===== src/rtl/divu_hilo.sv =====
// divu_hilo: multi-cycle unsigned 32-bit restoring divider that owns the HI/LO
// register pair. LO receives the quotient and HI the remainder. Both are read
// back through a result port keyed by the ALU function code.
module divu_hilo #(
    parameter int WIDTH = 32
) (
    input  logic             clk,
    input  logic             rst_n,
    input  logic             start,
    input  logic [5:0]       ctl,
    input  logic [WIDTH-1:0] a,
    input  logic [WIDTH-1:0] b,
    output logic             busy,
    output logic             done,
    output logic             div_by_zero,
    output logic [WIDTH-1:0] hi,
    output logic [WIDTH-1:0] lo,
    output logic [WIDTH-1:0] result
);

    localparam logic [5:0] FN_DIVU = 6'b011011;
    localparam logic [5:0] FN_MFHI = 6'b010000;
    localparam logic [5:0] FN_MFLO = 6'b010010;
    localparam logic [4:0] LAST_STEP = 5'd31;

    typedef enum logic [1:0] {
        IDLE = 2'd0,
        RUN  = 2'd1,
        DONE = 2'd2
    } state_t;

    state_t           state_r;
    state_t           state_nx_s;
    logic [WIDTH-1:0] divisor_r;
    logic [WIDTH-1:0] rem_r;
    logic [WIDTH-1:0] quo_r;
    logic [4:0]       cnt_r;
    logic [WIDTH-1:0] hi_r;
    logic [WIDTH-1:0] lo_r;
    logic             dbz_r;
    logic             busy_r;
    logic             done_r;

    logic             accept_s;
    logic [WIDTH:0]   trial_s;
    logic             ge_s;
    logic [WIDTH-1:0] rem_nx_s;
    logic [WIDTH-1:0] quo_nx_s;

    // Launch condition: DIVU request while the divider is not iterating.
    always_comb begin
        accept_s = 1'b0;
        if (start && (ctl == FN_DIVU) && ((state_r == IDLE) || (state_r == DONE))) begin
            accept_s = 1'b1;
        end else begin
            accept_s = 1'b0;
        end
    end

    // One restoring step: shift the next dividend bit into the remainder, then
    // subtract the divisor when it fits. The compare uses the full 33-bit trial
    // value. The remainder that results always fits in 32 bits.
    always_comb begin
        trial_s  = {rem_r, quo_r[WIDTH-1]};
        ge_s     = (trial_s >= {1'b0, divisor_r});
        rem_nx_s = trial_s[WIDTH-1:0];
        quo_nx_s = {quo_r[WIDTH-2:0], 1'b0};
        if (ge_s) begin
            rem_nx_s = trial_s[WIDTH-1:0] - divisor_r;
            quo_nx_s = {quo_r[WIDTH-2:0], 1'b1};
        end else begin
            rem_nx_s = trial_s[WIDTH-1:0];
            quo_nx_s = {quo_r[WIDTH-2:0], 1'b0};
        end
    end

    // Next-state logic. A zero divisor skips RUN and completes immediately.
    always_comb begin
        state_nx_s = state_r;
        case (state_r)
            IDLE, DONE: begin
                if (accept_s) begin
                    state_nx_s = (b == {WIDTH{1'b0}}) ? DONE : RUN;
                end else begin
                    state_nx_s = IDLE;
                end
            end
            RUN: begin
                if (cnt_r == LAST_STEP) begin
                    state_nx_s = DONE;
                end else begin
                    state_nx_s = RUN;
                end
            end
            default: state_nx_s = IDLE;
        endcase
    end

    // State register, with busy/done registered from the next state.
    always_ff @(posedge clk) begin
        if (!rst_n) begin
            state_r <= IDLE;
            busy_r  <= 1'b0;
            done_r  <= 1'b0;
        end else begin
            state_r <= state_nx_s;
            busy_r  <= (state_nx_s == RUN);
            done_r  <= (state_nx_s == DONE);
        end
    end

    // Datapath: load working registers on accept, iterate in RUN, and commit HI/LO on entry to DONE.
    always_ff @(posedge clk) begin
        if (!rst_n) begin
            divisor_r <= {WIDTH{1'b0}};
            rem_r     <= {WIDTH{1'b0}};
            quo_r     <= {WIDTH{1'b0}};
            cnt_r     <= 5'd0;
            hi_r      <= {WIDTH{1'b0}};
            lo_r      <= {WIDTH{1'b0}};
            dbz_r     <= 1'b0;
        end else if (accept_s) begin
            divisor_r <= b;
            rem_r     <= {WIDTH{1'b0}};
            quo_r     <= a;
            cnt_r     <= 5'd0;
            dbz_r     <= (b == {WIDTH{1'b0}});
            if (b == {WIDTH{1'b0}}) begin
                lo_r <= {WIDTH{1'b1}};
                hi_r <= a;
            end
        end else if (state_r == RUN) begin
            rem_r <= rem_nx_s;
            quo_r <= quo_nx_s;
            cnt_r <= cnt_r + 5'd1;
            if (cnt_r == LAST_STEP) begin
                lo_r <= quo_nx_s;
                hi_r <= rem_nx_s;
            end
        end
    end

    // Read port: select HI or LO by function code. Any other code reads as zero.
    always_comb begin
        result = {WIDTH{1'b0}};
        case (ctl)
            FN_MFHI: result = hi_r;
            FN_MFLO: result = lo_r;
            default: result = {WIDTH{1'b0}};
        endcase
    end

    assign busy        = busy_r;
    assign done        = done_r;
    assign div_by_zero = dbz_r;
    assign hi          = hi_r;
    assign lo          = lo_r;

endmodule


===== config.mk =====
export PLATFORM = sky130hd
export DESIGN_NAME = divu_hilo
export DESIGN_NICKNAME = d
export VERILOG_FILES = /design/src/rtl/divu_hilo.sv
export SDC_FILE = /design/constraint.sdc
export NUM_CORES = 1
export LEC_CHECK = 0
export BUFFER_PORTS_ARGS = -buffer_cell sky130_fd_sc_hd__buf_2
export CAP_MARGIN = 20
export CORE_ASPECT_RATIO = 0.75
export CORE_MARGIN = 2
export CORE_UTILIZATION = 45
export CTS_CLUSTER_DIAMETER = 120
export CTS_CLUSTER_SIZE = 14
export DETAILED_ROUTE_END_ITERATION = 8
export PLACE_DENSITY = 0.72
export SYNTH_ARGS = -nofsm -noshare
export SYNTH_HDL_FRONTEND = slang
export SYNTH_SLANG_ARGS = --single-unit

===== constraint.sdc =====
create_clock -name clk -period 7.1 [get_ports clk]
set_clock_uncertainty 0.15 [all_clocks]
set_input_delay 1.775 -clock clk [delete_from_list [all_inputs] [get_ports clk]]
set_output_delay 1.775 -clock clk [all_outputs]
set_load 0.02 [all_outputs]

==> metrics.md, run 1 <==
| Metric | Value |
|---|---|
| Diodes inserted | `0` |
| Peak Freq | `192 MHz` |
| Row count | `between 40 and 50` |
| Total Power | `~2100 µW` |
| Pins Over Slew Limit | `0` |
| Number of synthesized flops with an enable pin | `0` |
| Most common library cell in the layout ignoring fill and taps | `nand2_1` |
| Post-Syn Instances | `approximately 1200` |
| Nature of the critical path startpoint | `input port` |
| Cell repeated most along the worst path | `buf_2` |
| Area grow syn2layout | `16.6%` |
| RSZ-0062 raised after global routing | `no` |
| Primary FF master, synth | `dfxtp_1` |
| Die Ht | `approximately 130 µm` |
| CP Data Required Time | `5.18 ns` |
| Non-filler cells, final | `between 1500 and 2000` |
| HPWL Detailed | `approximately 20 mm` |
| Power density cells | `198 nW/µm²` |
| Max stage delay on crit path | `about 0.42 ns` |
| Synth top area share | `a little under two fifths` |
| Syn. warnings | `0` |
| Highest Signal Layer | `met4` |
| Crit path buf inv count | `3` |
| LEAKAGE | `about 0.0044 µW` |
| Crit end category | `output pin` |
| Vias in the first global route | `about 8300` |
| Worst skew pair latency | `roughly 0.44 ns` |
| Root buffer cell | `clkbuf_16` |
| Vias per inst | `slightly below 6` |
| Setup repair bufs after CTS | `0` |
| Hold Buf Count CTS | `0` |
| Worst path cell trace | `buf_2, nor3b_1, nand2_1, buf_16, nor2_1, buf_2` |
| Nets | `around 1400` |
| DRT Wirelength | `between 20 and 30 mm` |
| Clock buffer depth | `2` |
| H-tree depth | `4` |
| Critical path's top delay family | `simple AND/OR/NAND/NOR gates` |
| Arr. time, crit path | `~3.3 ns` |
| Initial DRC count | `between 800 and 900` |
| Crit Path Max Fanout | `24` |
| Yosys top cell by area | `dfxtp_1` |
| CTS Buf Count | `17` |
| Routed vias | `roughly 9200` |
| Layout cells sized above 1 | `between 10% and 20%` |
| WL/cell | `17.4 µm` |
| Max Cap Viol | `0` |
| Setup TNS Final | `0 ns` |
| # setup viols final | `0` |
| Remaining DRCs | `0` |
| Width of the die | `169 µm` |
| Ports | `172` |
| Syn Nets | `between 1000 and 1500` |
| Initial Util | `between 40% and 50%` |
| Gpl congestion | `slightly above 0.9` |
| Max IR drop VDD | `143 µV` |
| Status | `complete, no violations` |
| Slowest CP cell | `nor3b_1` |
| Worst slew pin tran | `between 1 and 1.5 ns` |
| Ranking of synthesized cells by area | `dfxtp_1 (37%), nand2_1 (8.2%), a21oi_1 (7.9%), mux2i_1 (4.8%), ha_1 (4.6%)` |
| Cts repair resizes | `0` |
| Clock Sinks | `170` |
| Setup ws final | `approximately 1.9 ns` |
| Largest net degree at the start of global routing | `64` |
| Initial antenna violation count | `0` |
| Syn Area/Cell | `roughly 7.8 µm²` |
| Metal-1 WL | `between 10 and 15 mm` |
| Slew HR | `between 30% and 40%` |
| Place WS | `~1.6 ns` |
| Fin. Hold Viols | `0` |
| Hold Slack | `approximately 0.30 ns` |
| Remaining antenna violation count after routing | `0` |
| Port-buffer cells | `~170` |
| TritonCTS clock tree | `yes` |
| Total track usage | `approximately a quarter` |
| Met2 WL | `roughly 12 mm` |
| Grt total ovfl | `0` |
| Die ar. | `approximately 22000 µm²` |
| FF+latch count, synth | `between 150 and 200` |
| Period minus WS final | `between 5 and 6 ns` |
| Synthesized cell area | `9220 µm²` |
| Placeable Area | `20200 µm²` |
| Crit path kind | `input port to output pin` |
| Yosys cell types | `between 60 and 70` |
| Hold/Removal Path Class | `flip-flop to flip-flop` |
| DRT Pass-1 Iters | `7` |
| Met3 wire length | `roughly 1.8 mm` |
| Worst-path clk slew | `about 0.070 ns` |
| Most frequent cells in the layout | `nand2_1 (202), buf_2 (171), dfxtp_1 (170), a21oi_1 (145), nor2_1 (84)` |
| Fraction of registers with async set/reset | `0%` |
| Sequential fraction of the synthesis area | `a little under two fifths` |
| Global-route wire length before repair | `43.0 mm` |
| Dpl cells | `between 1500 and 2000` |
| Fin crit share | `73.2%` |
## report_power, final
part | internal [µW] | leakage (µW) | switching [µW] | total [µW]
Sequential | 956 | 0.00137 | 2.50 | 958
Combinational | 88.7 | 0.00279 | 145 | 234
Clock | 479 | 0.000286 | 455 | 934
Total | 1520 | 0.00444 | 602 | 2130
## worst paths after layout
path | to | slack (ns) | cells after the start | startpoint
worst min-delay path | divisor_r[28] | 0.30 | 2 | divisor_r[28]
worst min register to register | divisor_r[28] | 0.30 | 2 | divisor_r[28]
worst max-delay path | result[19] | 1.90 | 6 | ctl[2]
worst max register to register | hi[22] | 3.22 | 10 | divisor_r[8]
## worst min-delay path, delay by kind of cell (launching register included)
| family | cells | cell delay (ns) |
|---|---|---|
| simple gates | 1 | 0.05 |
| compound gates | 1 | 0.05 |
| flops | 1 | 0.31 |
## flip-flops by register name, summed over array words and instances (netlist names)
signal       cells
divisor_r       32
hi              32
lo              32
quo_r           32
rem_r           32
cnt_r            5
state_r          2
busy             1
div_by_zero      1
done             1
## through the flow
stage	utilization [%]	cell area [µm²]
6_report	53.3	10700
4_1_cts	53.2	10700
5_1_grt	53.3	10700
2_1_floorplan	-	9220
3_5_place_dp	50.3	10100
3_3_place_gp	50.3	10100
## cells by family after synthesis
logic type / after synthesis / synth area share [%]
buffers and inverters: 135 / 5.90
muxes: 46 / 5.02
xor gates and xnor gates: 28 / 2.66
AOI/OAI and AO/OA: 358 / 24.6
adders and majority gates: 35 / 4.83
DFF: 170 / 36.9
and+or+nand+nor: 412 / 20.0
## area by class of cell
cell class                 count  area, µm²
clock buffer                  18        439
clock inverter                14        144
fill                        1984       9410
inverter                      43        161
multi-input combinational    879       5290
sequential                   170       3400
tap                          258        323
timing repair buffer         186        988
## Yosys cell counts, types with 5 or more instances
| master | instances |
|---|---|
| nand4_1 | 32 |
| and3_1 | 6 |
| ha_1 | 34 |
| clkbuf_1 | 71 |
| a211oi_1 | 13 |
| buf_4 | 5 |
| buf_2 | 8 |
| nor3_1 | 10 |
| inv_1 | 43 |
| mux2i_1 | 44 |
| nand2b_1 | 5 |
| dfxtp_1 | 170 |
| a21oi_1 | 146 |
| nor2_1 | 86 |
| a31oi_1 | 33 |
| xnor2_1 | 18 |
| o21ai_0 | 48 |
| nand2_1 | 202 |
| buf_1 | 6 |
| nand3_1 | 33 |
| a22oi_1 | 32 |
| o21bai_1 | 5 |
| nor2b_1 | 5 |
| a21o_1 | 14 |
| o211ai_1 | 29 |
| nor4_1 | 12 |
| xor2_1 | 10 |
## routing by layer
metal | track usage [%] | vias to the layer above
met4 | 7.24 | 0
met5 | 0 | -
met3 | 4.11 | 44
met2 | 39.6 | 328
met1 | 34.5 | 4356
li1 | - | 4455
Power figures use the tool's default switching activity.
==> inputs of run 2 (changes only) <==
ABC_AREA = 1   (was unset)
PLACE_DENSITY = 0.74   (was 0.72)
clock period = 4.6 ns   (was 7.1 ns; I/O delays follow)
==> run 2 against run 1 <==
Against the previous run: register-to-register slack worse by 1.9 ns; utilization is 0.13 points higher; wire length is 16% higher; hold slack better by 0.015 ns; non-clock buffer count is 1 higher; first-iteration DRC count is 4.4% lower; cell count is 31% higher; final area is 9.7% higher; synthesized cell count is 36% higher.
==> metrics.md, run 2 <==
| Metric | Value |
|---|---|
| Synth top area share | `33.7% (-3.2 points)` |
| Worst slew pin tran | `0.933 ns (-0.100 ns)` |
| Most frequent cells in the layout | `nand2_1 (466), inv_1 (309), buf_2 (171), dfxtp_1 (170), nor2_1 (105)` |
| Nets | `1858 (+32%)` |
| Total track usage | `26.8% (+2.0 points)` |
| Gpl congestion | `0.907 (-0.74%)` |
| Slew HR | `37.8% (+6.7 points)` |
| Global-route wire length before repair | `50.0 mm (+16%)` |
| Number of synthesized flops with an enable pin | `0 (unchanged)` |
| Multi-input gate area | `5200 µm² (-1.7%)` |
| Post-route cell area | `11800 µm² (+9.7%)` |
| XOR/XNOR Fraction of Synth Area | `1.56% (-1.1 points)` |
| Setup repair bufs after CTS | `0 (unchanged)` |
| Clock Sinks | `170 (unchanged)` |
| Worst-path clk slew | `0.08 ns (about the same)` |
| Diodes inserted | `0 (unchanged)` |
| Post-Syn Instances | `1615 (+36%)` |
| Die ar. | `23700 µm² (+9.3%)` |
| Syn Nets | `1723 (+33%)` |
| Ports | `172 (unchanged)` |
| Sequential fraction of the synthesis area | `33.7% (-3.2 points)` |
| Vias per inst | `5.15 (-12%)` |
| LEAKAGE | `0.00600 µW (+35%)` |
| Initial antenna violation count | `0 (unchanged)` |
| Worst skew pair latency | `0.43 ns (about the same)` |
| Yosys cell types | `40 (-41%)` |
| Max IR drop VDD | `249 µV (+74%)` |
| Grt total ovfl | `0 (unchanged)` |
| Met3 Track Usage GR | `4.28% (+0.17 points)` |
| Main combinational cell family by area after synthesis | `simple AND/OR/NAND/NOR gates` |
| Layout cells sized above 1 | `14.7% (-3.7 points)` |
| Row count | `47 (+4.4%)` |
| Period minus WS final | `between 3 and 4 ns` |
| Width of the die | `177 µm (+4.6%)` |
| Initial Util | `45.8% (+0.058 points)` |
| Syn Area/Cell | `6.25 µm² (-20%)` |
| Setup TNS Final | `0 ns (unchanged)` |
| Crit end category | `output pin` |
| Port-buffer cells | `171 (unchanged)` |
| Remaining antenna violation count after routing | `0 (unchanged)` |
| GR met1 Demand/Resource | `39.0% (+4.5 points)` |
| Primary FF master, synth | `dfxtp_1` |
| HPWL Detailed | `23.3 mm (+19%)` |
| Filler cell count | `2210 (+11%)` |
| Area post-placement | `11100 µm² (+9.8%)` |
| Clock buffer depth | `2 (unchanged)` |
| RSZ-0062 raised after global routing | `no` |
| Post-synthesis simple-gate area fraction | `28.1% (+8.1 points)` |
| Vias in the first global route | `9604 (+16%)` |
| # setup viols final | `0 (unchanged)` |
| Crit path kind | `input port to output pin` |
| DRT Pass-1 Iters | `5 (-2)` |
| WL/cell | `15.4 µm (-11%)` |
| Root buffer cell | `clkbuf_16` |
| CTS Buf Count | `17 (unchanged)` |
| Remaining DRCs | `0 (unchanged)` |
| Fin. Hold Viols | `0 (unchanged)` |
| Nature of the critical path startpoint | `input port` |
| Routed vias | `10600 (+15%)` |
| Top-count cell post-synth | `nand2_1` |
| Peak Freq | `277 MHz` |
| Fin crit share | `just under 80%` |
| GR peak layer | `met2` |
| Area grow syn2layout | `16.7%` |
| Crit Path Max Fanout | `32 (+33%)` |
| H-tree depth | `4 (unchanged)` |
| TritonCTS clock tree | `yes` |
| DRT Wirelength | `31.7 mm (+16%)` |
| Placeable Area | `22100 µm² (+9.4%)` |
| Initial DRC count | `795 (-4.4%)` |
| Mux contribution to synthesized area | `0% (-5.0 points)` |
| Max Cap Viol | `0 (unchanged)` |
| Pins Over Slew Limit | `0 (unchanged)` |
| Die Ht | `134 µm (+4.5%)` |
| Status | `complete, no violations` |
| Most common library cell in the layout ignoring fill and taps | `nand2_1` |
| Synthesized cell area | `10100 µm² (+9.5%)` |
| Ranking of synthesized cells by area | `dfxtp_1 (34%), nand2_1 (17%), inv_1 (11%), o21ai_0 (5.1%), a21oi_1 (5.0%)` |
| Syn. warnings | `0 (unchanged)` |
| Yosys top cell by area | `dfxtp_1` |
| FF+latch count, synth | `170 (unchanged)` |
| Post-synthesis adder-cell area fraction | `4.41% (-0.42 points)` |
| Largest net degree at the start of global routing | `98 (+53%)` |
| Grt met2 use | `42.0% (+2.4 points)` |
| Register area | `3400 µm² (unchanged)` |
| Hold Buf Count CTS | `0 (unchanged)` |
| Cts repair resizes | `0 (unchanged)` |
| Arr. time, crit path | `2.31 ns (-0.96 ns)` |
| CP Data Required Time | `3.30 ns (-1.88 ns)` |
| Fraction of registers with async set/reset | `0% (unchanged)` |
| Post-synth top cells | `nand2_1 (467), inv_1 (309), dfxtp_1 (170), nor2_1 (106), o21ai_0 (102)` |
| Synth Area in Compound Gates | `17.3% (-7.3 points)` |
| Hold/Removal Path Class | `flip-flop to flip-flop` |
| Power density cells | `302 nW/µm² (+53%)` |
==> run 2: changes by cell type in the layout (fill, tap and decap cells not counted), moves of 15 or more <==
cell,change
inv_1,+267
nand2_1,+264
o21ai_0,+54
a21oi_1,-44
mux2i_1,-44
a22oi_1,-32
o22ai_1,+31
a31oi_1,+28
o211ai_1,-27
nand3_1,+23
nand4_1,-22
nor2_1,+21
xnor2_1,-15
==> run 2: path summary, 6_finish.rpt <==
path                                    from  slack (ns)  depth (start not counted)           end
worst min-delay path            divisor_r[5]        0.32                          2  divisor_r[5]
worst min register to register  divisor_r[5]        0.32                          2  divisor_r[5]
worst max register to register      cnt_r[0]        1.35                         12        hi[27]
worst max-delay path                  ctl[5]        0.99                          6     result[7]
==> run 2: layout make-up <==
type | instances | share of cell area [%]
multi-input cells | 1056 | 44.1
inverters | 318 | 10.1
repair buffers | 187 | 8.45
clock buffers | 17 | 3.61
clock inverters | 15 | 1.71
well taps | 294 | 3.12
flip-flops and latches | 170 | 28.9
==> run 2: cell families (layout without fill, tap and decap cells) <==
family,after synthesis,after routing
flip-flops,170,170
adder cells (fa/ha/maj),35,35
AND/OR/NAND/NOR,686,686
XOR/XNOR,18,18
AO/OA/AOI/OAI,317,317
buffers and inverters,389,537
==> run 2: worst max-delay path, stage by stage <==
cell	delay (ns)
buf_2	0.11
nor3b_1	0.30
nand3_1	0.12
buf_4	0.27
o22ai_1	0.16
buf_2	0.19
==> run 2: through the flow <==
step | hold slack [ns] | instances | util [%] | power (µW) | setup slack, ns
global route | 0.336 | 2057 | 53.4 | 3700 | 0.869
CTS | 0.319 | 2056 | 53.3 | 3570 | 0.977
finish | 0.316 | 2057 | 53.4 | 3560 | 0.989
floorplan | 0.285 | 1615 | - | 1910 | 1.16
detailed placement | 0.306 | 2024 | 50.5 | 2080 | 0.983
global placement | 0.302 | 2024 | 50.5 | 2070 | 1.02
==> run 2: power breakdown <==
group | total [µW] | internal [µW] | switching [µW] | leakage, µW
Sequential | 1480 | 1480 | 3.56 | 0.00137
Clock | 1510 | 788 | 718 | 0.000299
Combinational | 573 | 173 | 400 | 0.00433
Total | 3560 | 2440 | 1120 | 0.00600
==> run 2: metal layers <==
| layer | part of all wire (%) | wire [µm] |
|---|---|---|
| met4 | 0.83 | 263 |
| met1 | 49 | 15500 |
| met2 | 44 | 13900 |
| met5 | 0 | 0 |
| met3 | 6.4 | 2030 |
